### src/rtl/seg7_capture.sv
// seg7_capture: recovers the hex nibble shown on a 7-segment bus.
// Latency: a pattern held from edge N is delivered after edge N+2+STABLE_CYCLES.
// Backpressure: digit held until digit_ready; a newer digit overwrites and sets overflow.
//
// Ports:
//   clk, rst_n      - clock, asynchronous active-low reset
//   seg_in[6:0]     - segment bus, bit0 = a ... bit6 = g
//   digit_ready     - consumer accepts digit while digit_valid is high
//   digit[3:0]      - decoded nibble
//   digit_valid     - digit holds an undelivered value
//   invalid_pulse   - one-cycle pulse when a stable pattern fails to decode
//   err_count[7:0]  - saturating count of undecodable patterns
//   overflow        - sticky, set when an undelivered digit is overwritten
//
// Build option: define SEG7_CAPTURE_ACTIVE_LOW_EN for common-anode buses
// (seg_in inverted ahead of the synchronizer; an all-ones bus is blank).

module seg7_capture #(
    parameter int STABLE_CYCLES = 16
) (
    input  logic       clk,
    input  logic       rst_n,
    input  logic [6:0] seg_in,
    input  logic       digit_ready,
    output logic [3:0] digit,
    output logic       digit_valid,
    output logic       invalid_pulse,
    output logic [7:0] err_count,
    output logic       overflow
);

    typedef enum logic {
        SETTLE = 1'b0,
        LOCKED = 1'b1
    } state_t;

    localparam logic [7:0] STAB_MAX  = 8'(STABLE_CYCLES);
    localparam logic [7:0] ACCEPT_AT = 8'(STABLE_CYCLES - 1);

    // Returns {decodable, nibble}; blank and unknown patterns report not decodable.
    function automatic logic [4:0] decode(input logic [6:0] p);
        logic [4:0] r;
        r = 5'b0;
        case (p)
            7'h3F: r = {1'b1, 4'h0};
            7'h06: r = {1'b1, 4'h1};
            7'h5B: r = {1'b1, 4'h2};
            7'h4F: r = {1'b1, 4'h3};
            7'h66: r = {1'b1, 4'h4};
            7'h6D: r = {1'b1, 4'h5};
            7'h7D: r = {1'b1, 4'h6};
            7'h07: r = {1'b1, 4'h7};
            7'h7F: r = {1'b1, 4'h8};
            7'h6F: r = {1'b1, 4'h9};
            7'h77: r = {1'b1, 4'hA};
            7'h7C: r = {1'b1, 4'hB};
            7'h39: r = {1'b1, 4'hC};
            7'h5E: r = {1'b1, 4'hD};
            7'h79: r = {1'b1, 4'hE};
            7'h71: r = {1'b1, 4'hF};
            default: r = 5'b0;
        endcase
        return r;
    endfunction

    // Polarity is normalised before the synchronizer so everything
    // downstream (reset value 0 = blank included) is active-high.
    logic [6:0] seg_pol;
`ifdef SEG7_CAPTURE_ACTIVE_LOW_EN
    assign seg_pol = ~seg_in;
`else
    assign seg_pol = seg_in;
`endif

    logic [6:0] sync1_q, seg_s_q, seg_prev_q;
    logic [7:0] stab_cnt_q, stab_cnt_d;
    state_t     state_q, state_d;
    logic [3:0] digit_q, digit_d;
    logic       digit_valid_q, digit_valid_d;
    logic       invalid_pulse_q, invalid_pulse_d;
    logic [7:0] err_count_q, err_count_d;
    logic       overflow_q, overflow_d;

    logic       same;
    logic       accept;
    logic [4:0] dec;
    logic       load;
    logic       bad;

    assign same = (seg_s_q == seg_prev_q);

    always_comb begin
        stab_cnt_d = stab_cnt_q;
        if (!same) begin
            stab_cnt_d = 8'd0;
        end else if (stab_cnt_q < STAB_MAX) begin
            stab_cnt_d = stab_cnt_q + 8'd1;
        end
    end

    // Accept happens only from SETTLE, so a held pattern is taken once;
    // LOCKED waits for any change before counting starts again.
    always_comb begin
        state_d = state_q;
        accept  = 1'b0;
        case (state_q)
            SETTLE: begin
                if (same && (stab_cnt_q == ACCEPT_AT)) begin
                    accept  = 1'b1;
                    state_d = LOCKED;
                end
            end
            LOCKED: begin
                if (!same) begin
                    state_d = SETTLE;
                end
            end
            default: state_d = SETTLE;
        endcase
    end

    assign dec  = decode(seg_s_q);
    assign load = accept && dec[4];
    assign bad  = accept && (seg_s_q != 7'h00) && !dec[4];

    always_comb begin
        digit_d         = digit_q;
        digit_valid_d   = digit_valid_q;
        overflow_d      = overflow_q;
        err_count_d     = err_count_q;
        invalid_pulse_d = bad;
        if (digit_valid_q && digit_ready) begin
            digit_valid_d = 1'b0;
        end
        // A load wins over a completing handshake; it only counts as an
        // overwrite when the old digit was not taken this cycle.
        if (load) begin
            digit_d       = dec[3:0];
            digit_valid_d = 1'b1;
            if (digit_valid_q && !digit_ready) begin
                overflow_d = 1'b1;
            end
        end
        if (bad && (err_count_q != 8'hFF)) begin
            err_count_d = err_count_q + 8'd1;
        end
    end

    always_ff @(posedge clk or negedge rst_n) begin
        if (!rst_n) begin
            sync1_q         <= 7'h00;
            seg_s_q         <= 7'h00;
            seg_prev_q      <= 7'h00;
            stab_cnt_q      <= 8'd0;
            state_q         <= SETTLE;
            digit_q         <= 4'h0;
            digit_valid_q   <= 1'b0;
            invalid_pulse_q <= 1'b0;
            err_count_q     <= 8'd0;
            overflow_q      <= 1'b0;
        end else begin
            sync1_q         <= seg_pol;
            seg_s_q         <= sync1_q;
            seg_prev_q      <= seg_s_q;
            stab_cnt_q      <= stab_cnt_d;
            state_q         <= state_d;
            digit_q         <= digit_d;
            digit_valid_q   <= digit_valid_d;
            invalid_pulse_q <= invalid_pulse_d;
            err_count_q     <= err_count_d;
            overflow_q      <= overflow_d;
        end
    end

    assign digit         = digit_q;
    assign digit_valid   = digit_valid_q;
    assign invalid_pulse = invalid_pulse_q;
    assign err_count     = err_count_q;
    assign overflow      = overflow_q;

endmodule

### config.mk
export PLATFORM = sky130hd
export DESIGN_NAME = seg7_capture
export DESIGN_NICKNAME = d
export VERILOG_FILES = /design/src/rtl/seg7_capture.sv
export SDC_FILE = /design/constraint.sdc
export NUM_CORES = 1
export LEC_CHECK = 0
export CAP_MARGIN = 20
export CORE_MARGIN = 1.5
export CORE_UTILIZATION = 40
export CTS_CLUSTER_SIZE = 10
export DETAILED_ROUTE_END_ITERATION = 8
export PLACE_DENSITY_LB_ADDON = 0.3
export SLEW_MARGIN = 5
export SYNTH_ARGS = -nofsm -noshare
export SYNTH_HDL_FRONTEND = slang
export SYNTH_SLANG_ARGS = --single-unit
### constraint.sdc
create_clock -name clk -period 4.31 [get_ports clk]
set_clock_uncertainty 0.05 [all_clocks]
set_input_delay 0.862 -clock clk [delete_from_list [all_inputs] [get_ports clk]]
set_output_delay 0.862 -clock clk [all_outputs]
set_load 0.02 [all_outputs]
==> impl_metrics.env, run 1 <==
export IMPL_die_y_um=74.3
export IMPL_p_leak_nw=1.06
export IMPL_grt_overflow_total=0
export IMPL_core_area_um2=4820
export IMPL_antenna_found_initial=0
export IMPL_synth_edf_count=0
export IMPL_synth_seq_cells=45
export IMPL_place_gp_congestion=0.752
export IMPL_cts_buffer_depth=2
export IMPL_die_w_um=74.3
export IMPL_layout_nets=208
export IMPL_synth_top_flop_cell="dfrtp_1"
export IMPL_final_area_um2=2440
export IMPL_path_max_fanout=17
export IMPL_rsz0062_at_grt="false"
export IMPL_grt_pass1_vias=1328
export IMPL_synth_top_cells_by_area="dfrtp_1 55%, xnor2_1 3.9%, nand4_1 2.8%"
export IMPL_cp_arrival_ps=2940
export IMPL_async_flop_share_pct=100
export IMPL_final_seq_area_um2=1130
export IMPL_grt_pass1_wl_um=6040
export IMPL_n_antenna_cell=0
export IMPL_totalWireLength_um=3600
export IMPL_crit_path_start_kind="flip-flop"
export IMPL_post_cts_resized=0
export IMPL_layout_drive_gt1_share_pct=12.7
export IMPL_hpwl_um=2430
export IMPL_cts_setup_buffers=0
export IMPL_synth_commonest_cells="45 x dfrtp_1, 12 x nor2_1, 10 x inv_1, 9 x nand4_1, 9 x xnor2_1"
export IMPL_grt_max_degree=46
export IMPL_ir_worst_vdd_v=0.000227
export IMPL_relSlewSlack_pct=65.7
export IMPL_root_buffer="clkbuf_8"
export IMPL_worst_slew_pin_slew_ps=511
export IMPL_cts_sinks=45
export IMPL_die_area_um2=5520
export IMPL_drc=0
export IMPL_cts_tree="built"
export IMPL_cts_hold_buf=0
export IMPL_syn_to_final_growth_pct=20.1
export IMPL_syn_inst=173
export IMPL_end_kind="flip-flop"
export IMPL_hp_class="flip-flop to flip-flop"
export IMPL_dr_pass1_iters=4
export IMPL_synth_avg_cell_area_um2=11.7
export IMPL_cts_buffers=5
export IMPL_cp_required_ps=4440
export IMPL_wl_per_cell_um=13.7
export IMPL_worstSetupPathType="flip-flop to flip-flop"
export IMPL_ys_types=47
export IMPL_period_share_pct=65.4
export IMPL_grtUsageTotal_pct=14.4
export IMPL_reg2reg_slack_ps=1490
export IMPL_fillCellCount=440
export IMPL_placement_io_buffers=24
export IMPL_maxCapViolCount=0
export IMPL_preCtsSetupSlack_ps=1550
export IMPL_io_pins=25
export IMPL_fin_setup_tns_ps=0
export IMPL_rows=25
export IMPL_yosysWarnings=0
export IMPL_ant_nets=0
export IMPL_worstSkewPairLatency_ps=290
export IMPL_vias=1391
export IMPL_setup_viol=0
export IMPL_finalCriticalPeriod_ps=2820
export IMPL_multi_input_area_um2=816
export IMPL_cts_max_level=2
export IMPL_finalMaxSlewViolations=0
export IMPL_placedInstanceArea_um2=2300
export IMPL_yosysMostFrequentCell="dfrtp_1"
export IMPL_clkTransAtPathRegs_ps=90
export IMPL_vias_per_cell=5.27
export IMPL_syn_area_um2=2030
export IMPL_power_density_nw_per_um2=330
export IMPL_start_util_pct=42.2
export IMPL_status="complete, no violations"
export IMPL_synth_top_area_cell="dfrtp_1"
export IMPL_hold_viol=0
export IMPL_drt_initial_drc_count=58
export IMPL_synth_top_cell_area_share_pct=55.4
export IMPL_ys_seq_area_share_pct=55.4
export IMPL_max_freq_ghz=0.355
export IMPL_setup_slack_ps=1490
export IMPL_synth_nets=185
[layout make-up]
cell class                 count  share of cell area, %
timing repair buffer          25                   10.8
inverter                      10                   1.54
clock inverter                 3                   1.90
multi-input combinational    109                   33.4
clock buffer                   5                   2.82
sequential                    45                   46.1
tap                           67                   3.43
[critical path, cell delays in order, from the launching register on]
cell and delay [ps]:
dfrtp_1 560, xor2_1 230, nor4_1 260, nand4_1 450, or3_1 570, nor2_4 210
mux2_2 370
[layer usage]
layer / routed length (um) / track usage (%) / share of wire, % / vias up
met5: 0 / 0 / 0 / -
met2: 1800 / 23.2 / 50 / 39
met3: 137 / 3.66 / 3.8 / 6
met1: 1610 / 18.1 / 45 / 689
met4: 53 / 6.87 / 1.5 / 0
li1: - / - / - / 657
[sequential cells by signal, summed over array words and instances (netlist names)]
| name | count |
|---|---|
| digit_valid | 1 |
| stab_cnt_q | 8 |
| err_count | 8 |
| digit | 4 |
| overflow | 1 |
| state_q | 1 |
| sync1_q | 7 |
| seg_s_q | 7 |
| seg_prev_q | 7 |
| invalid_pulse | 1 |
[final timing paths]
check	from	end	cells past startpoint
worst max-delay path	seg_s_q[1]	digit[3]	6
worst min-delay path	sync1_q[0]	seg_s_q[0]	0
worst max register to register	seg_s_q[1]	digit[3]	6
worst min register to register	sync1_q[0]	seg_s_q[0]	0
max in group asynchronous	rst_n	digit[3]	2
min in group asynchronous	rst_n	err_count[6]	1
[layout by cell type, fill, tap and decap left out, types with 5 or more instances in the layout]
| master | instances |
|---|---|
| dfrtp_1 | 45 |
| clkdlybuf4s50_1 | 23 |
| nor2_1 | 12 |
| inv_1 | 10 |
| nand4_1 | 9 |
| xnor2_1 | 9 |
| nand2_1 | 7 |
| a21oi_1 | 6 |
| xor2_1 | 6 |
| nand3_1 | 5 |
| and3_1 | 5 |
| clkbuf_8 | 5 |
[per-stage QoR]
stage	utilization, %	total power, mW	hold slack [ps]	std cells
3_5_place_dp	47.7	0.495	285	255
3_3_place_gp	47.7	0.493	282	255
5_1_grt	50.7	0.839	313	264
2_1_floorplan	-	0.476	281	173
4_1_cts	50.1	0.813	306	263
6_report	50.7	0.806	303	264
[kinds of logic after synthesis]
| family | Yosys count | synth area share (%) |
|---|---|---|
| AND/OR/NAND/NOR | 62 | 19.6 |
| multiplexers | 8 | 4.43 |
| AO/OA/AOI/OAI | 22 | 8.44 |
| adder cells (fa/ha/maj) | 2 | 1.23 |
| buffers and inverters | 19 | 4.43 |
| flip-flops | 45 | 55.4 |
| XOR/XNOR | 15 | 6.47 |
[where the power goes]
part	internal (mW)	switching, mW	leakage, nW
clock network	0.173	0.144	0.0543
logic	0.0210	0.0213	0.421
registers	0.432	0.0151	0.580
total	0.626	0.180	1.06
(Power assumes the default switching activity.)
==> run 2: changes to the inputs <==
clock period = 2.5 ns   (was 4.31 ns; I/O delays follow)
==> impl_metrics.env, run 2 (synthesis results as in run 1) <==
export IMPL_status="complete, no violations"
export IMPL_layout_drive_gt1_share_pct=17.0
export IMPL_antenna_found_initial=0
export IMPL_max_freq_ghz=0.424
export IMPL_cts_buffers=5
export IMPL_path_max_fanout=11
export IMPL_cts_tree="built"
export IMPL_rsz0062_at_grt="false"
export IMPL_finalCriticalPeriod_ps=2360
export IMPL_finalMaxSlewViolations=0
export IMPL_root_buffer="clkbuf_8"
export IMPL_cts_hold_buf=0
export IMPL_io_pins=25
export IMPL_syn_to_final_growth_pct=22.9
export IMPL_cpPeakStageDelay_ps=560
export IMPL_grtUsageTotal_pct=15.4
export IMPL_period_share_pct=94.4
export IMPL_hold_viol=0
export IMPL_power_density_nw_per_um2=561
export IMPL_path_cells="nor2_1, o2111a_1, or3_1, nor2_4, nand3_2, mux2_4"
export IMPL_totalWireLength_um=3760
export IMPL_cts_sinks=45
export IMPL_grt_pass1_wl_um=6330
export IMPL_ir_worst_vdd_v=0.000312
export IMPL_cts_max_level=2
export IMPL_fillCellCount=440
export IMPL_rows=25
export IMPL_relSlewSlack_pct=68.3
export IMPL_grt_pass1_vias=1330
export IMPL_n_antenna_cell=0
export IMPL_placement_io_buffers=24
export IMPL_layout_common_cells="44 x dfrtp_1, 23 x clkdlybuf4s50_1, 12 x nor2_1, 10 x inv_1, 10 x buf_4"
export IMPL_hpwl_um=2750
export IMPL_end_kind="flip-flop"
export IMPL_die_area_um2=5520
export IMPL_slowest_stage="dfrtp_1"
export IMPL_start_util_pct=42.2
export IMPL_hp_class="primary input to asynchronous set/reset pin"
export IMPL_clkTransAtPathRegs_ps=80
export IMPL_core_area_um2=4820
export IMPL_fin_setup_tns_ps=0
export IMPL_vias_per_cell=5.17
export IMPL_ant_nets=0
export IMPL_grt_max_degree=26
export IMPL_drc=0
export IMPL_worstSetupPathType="flip-flop to flip-flop"
export IMPL_grt_overflow_total=0
export IMPL_reg2reg_slack_ps=140
export IMPL_cpLargestDelayFamily="simple AND/OR/NAND/NOR gates"
export IMPL_wl_per_cell_um=13.8
export IMPL_die_w_um=74.3
export IMPL_place_gp_congestion=0.892
export IMPL_cts_buffer_depth=2
export IMPL_drt_initial_drc_count=80
export IMPL_worstSkewPairLatency_ps=290
export IMPL_vias=1411
export IMPL_power_total_mw=1.40
export IMPL_setup_viol=0
export IMPL_crit_buf_inv=0
export IMPL_crit_path_start_kind="flip-flop"
export IMPL_layout_nets=217
export IMPL_dr_pass1_iters=4
export IMPL_cp_required_ps=2630
export IMPL_p_leak_nw=1.09
export IMPL_layout_commonest_cell="dfrtp_1"
export IMPL_maxCapViolCount=0
export IMPL_cp_arrival_ps=2490
export IMPL_die_y_um=74.3
export IMPL_worst_slew_pin_slew_ps=476
-- run 2: changes by cell type in the layout (fill, tap and decap cells not counted) --
cell        delta
clkinv_4       -1
buf_4         +10
nor4_2         +1
clkbuf_8       +1
nor4_1         -1
buf_16         -1
clkinvlp_4     -1
dfrtp_2        +1
dfrtp_1        -1
clkbuf_1       +1
-- run 2: power breakdown --
part / leakage (nW) / internal, mW / total (mW) / switching, mW
clock network: 0.0585 / 0.326 / 0.554 / 0.228
logic: 0.457 / 0.0387 / 0.0855 / 0.0468
registers: 0.579 / 0.745 / 0.763 / 0.0182
-- run 2: final timing paths --
kind | from | to | cells after the start
setup / recovery | seg_s_q[6] | err_count[1] | 6
hold / removal | rst_n | stab_cnt_q[5] | 1
setup reg to reg | seg_s_q[6] | err_count[1] | 6
hold reg to reg | sync1_q[0] | seg_s_q[0] | 0
max in group asynchronous | rst_n | seg_s_q[3] | 2
min in group clk | sync1_q[0] | seg_s_q[0] | 0
-- run 2: worst reg2reg max path, cell delays in order, from the launching register on --
cell,delay [ps]
dfrtp_1,560
nor2_1,190
o2111a_1,290
or3_1,440
nor2_4,260
nand3_2,150
mux2_4,320
-- run 2: stage by stage --
step           area, um^2  cells  hold WS [ps]  setup WS, ps  utilization (%)
3_5_place_dp         2370    265           285           132             49.3
2_1_floorplan        2030    173           154           312                -
6_report             2500    273           107           140             51.8
4_1_cts              2490    273           123           115             51.7
5_1_grt              2500    273           137          5.25             51.8
3_3_place_gp         2370    265           283           147             49.3
-- run 2: routing by layer --
| metal | global-route usage (%) | wire (um) | up-vias |
|---|---|---|---|
| li1 | - | - | 674 |
| met3 | 4.88 | 137 | 2 |
| met4 | 4.85 | 22 | 0 |
| met2 | 24.1 | 1890 | 31 |
| met5 | 0 | 0 | - |
| met1 | 20.5 | 1710 | 704 |
-- run 2: what timing repair did --
item                                    CTS  global route
endpoints found under the setup margin    0             3
endpoints found under the hold margin     0             0
buffers inserted                          0             0
gates resized for setup                   0             2
-- run 2: layout make-up --
| type | count | area, um^2 | area share, % |
|---|---|---|---|
| clock buffer | 7 | 86.3 | 3.46 |
| clock inverter | 1 | 30.0 | 1.20 |
| inverter | 10 | 37.5 | 1.50 |
| multi-input combinational | 109 | 822 | 32.9 |
| sequential | 45 | 1130 | 45.1 |
| tap | 67 | 83.8 | 3.36 |
| timing repair buffer | 34 | 310 | 12.4 |
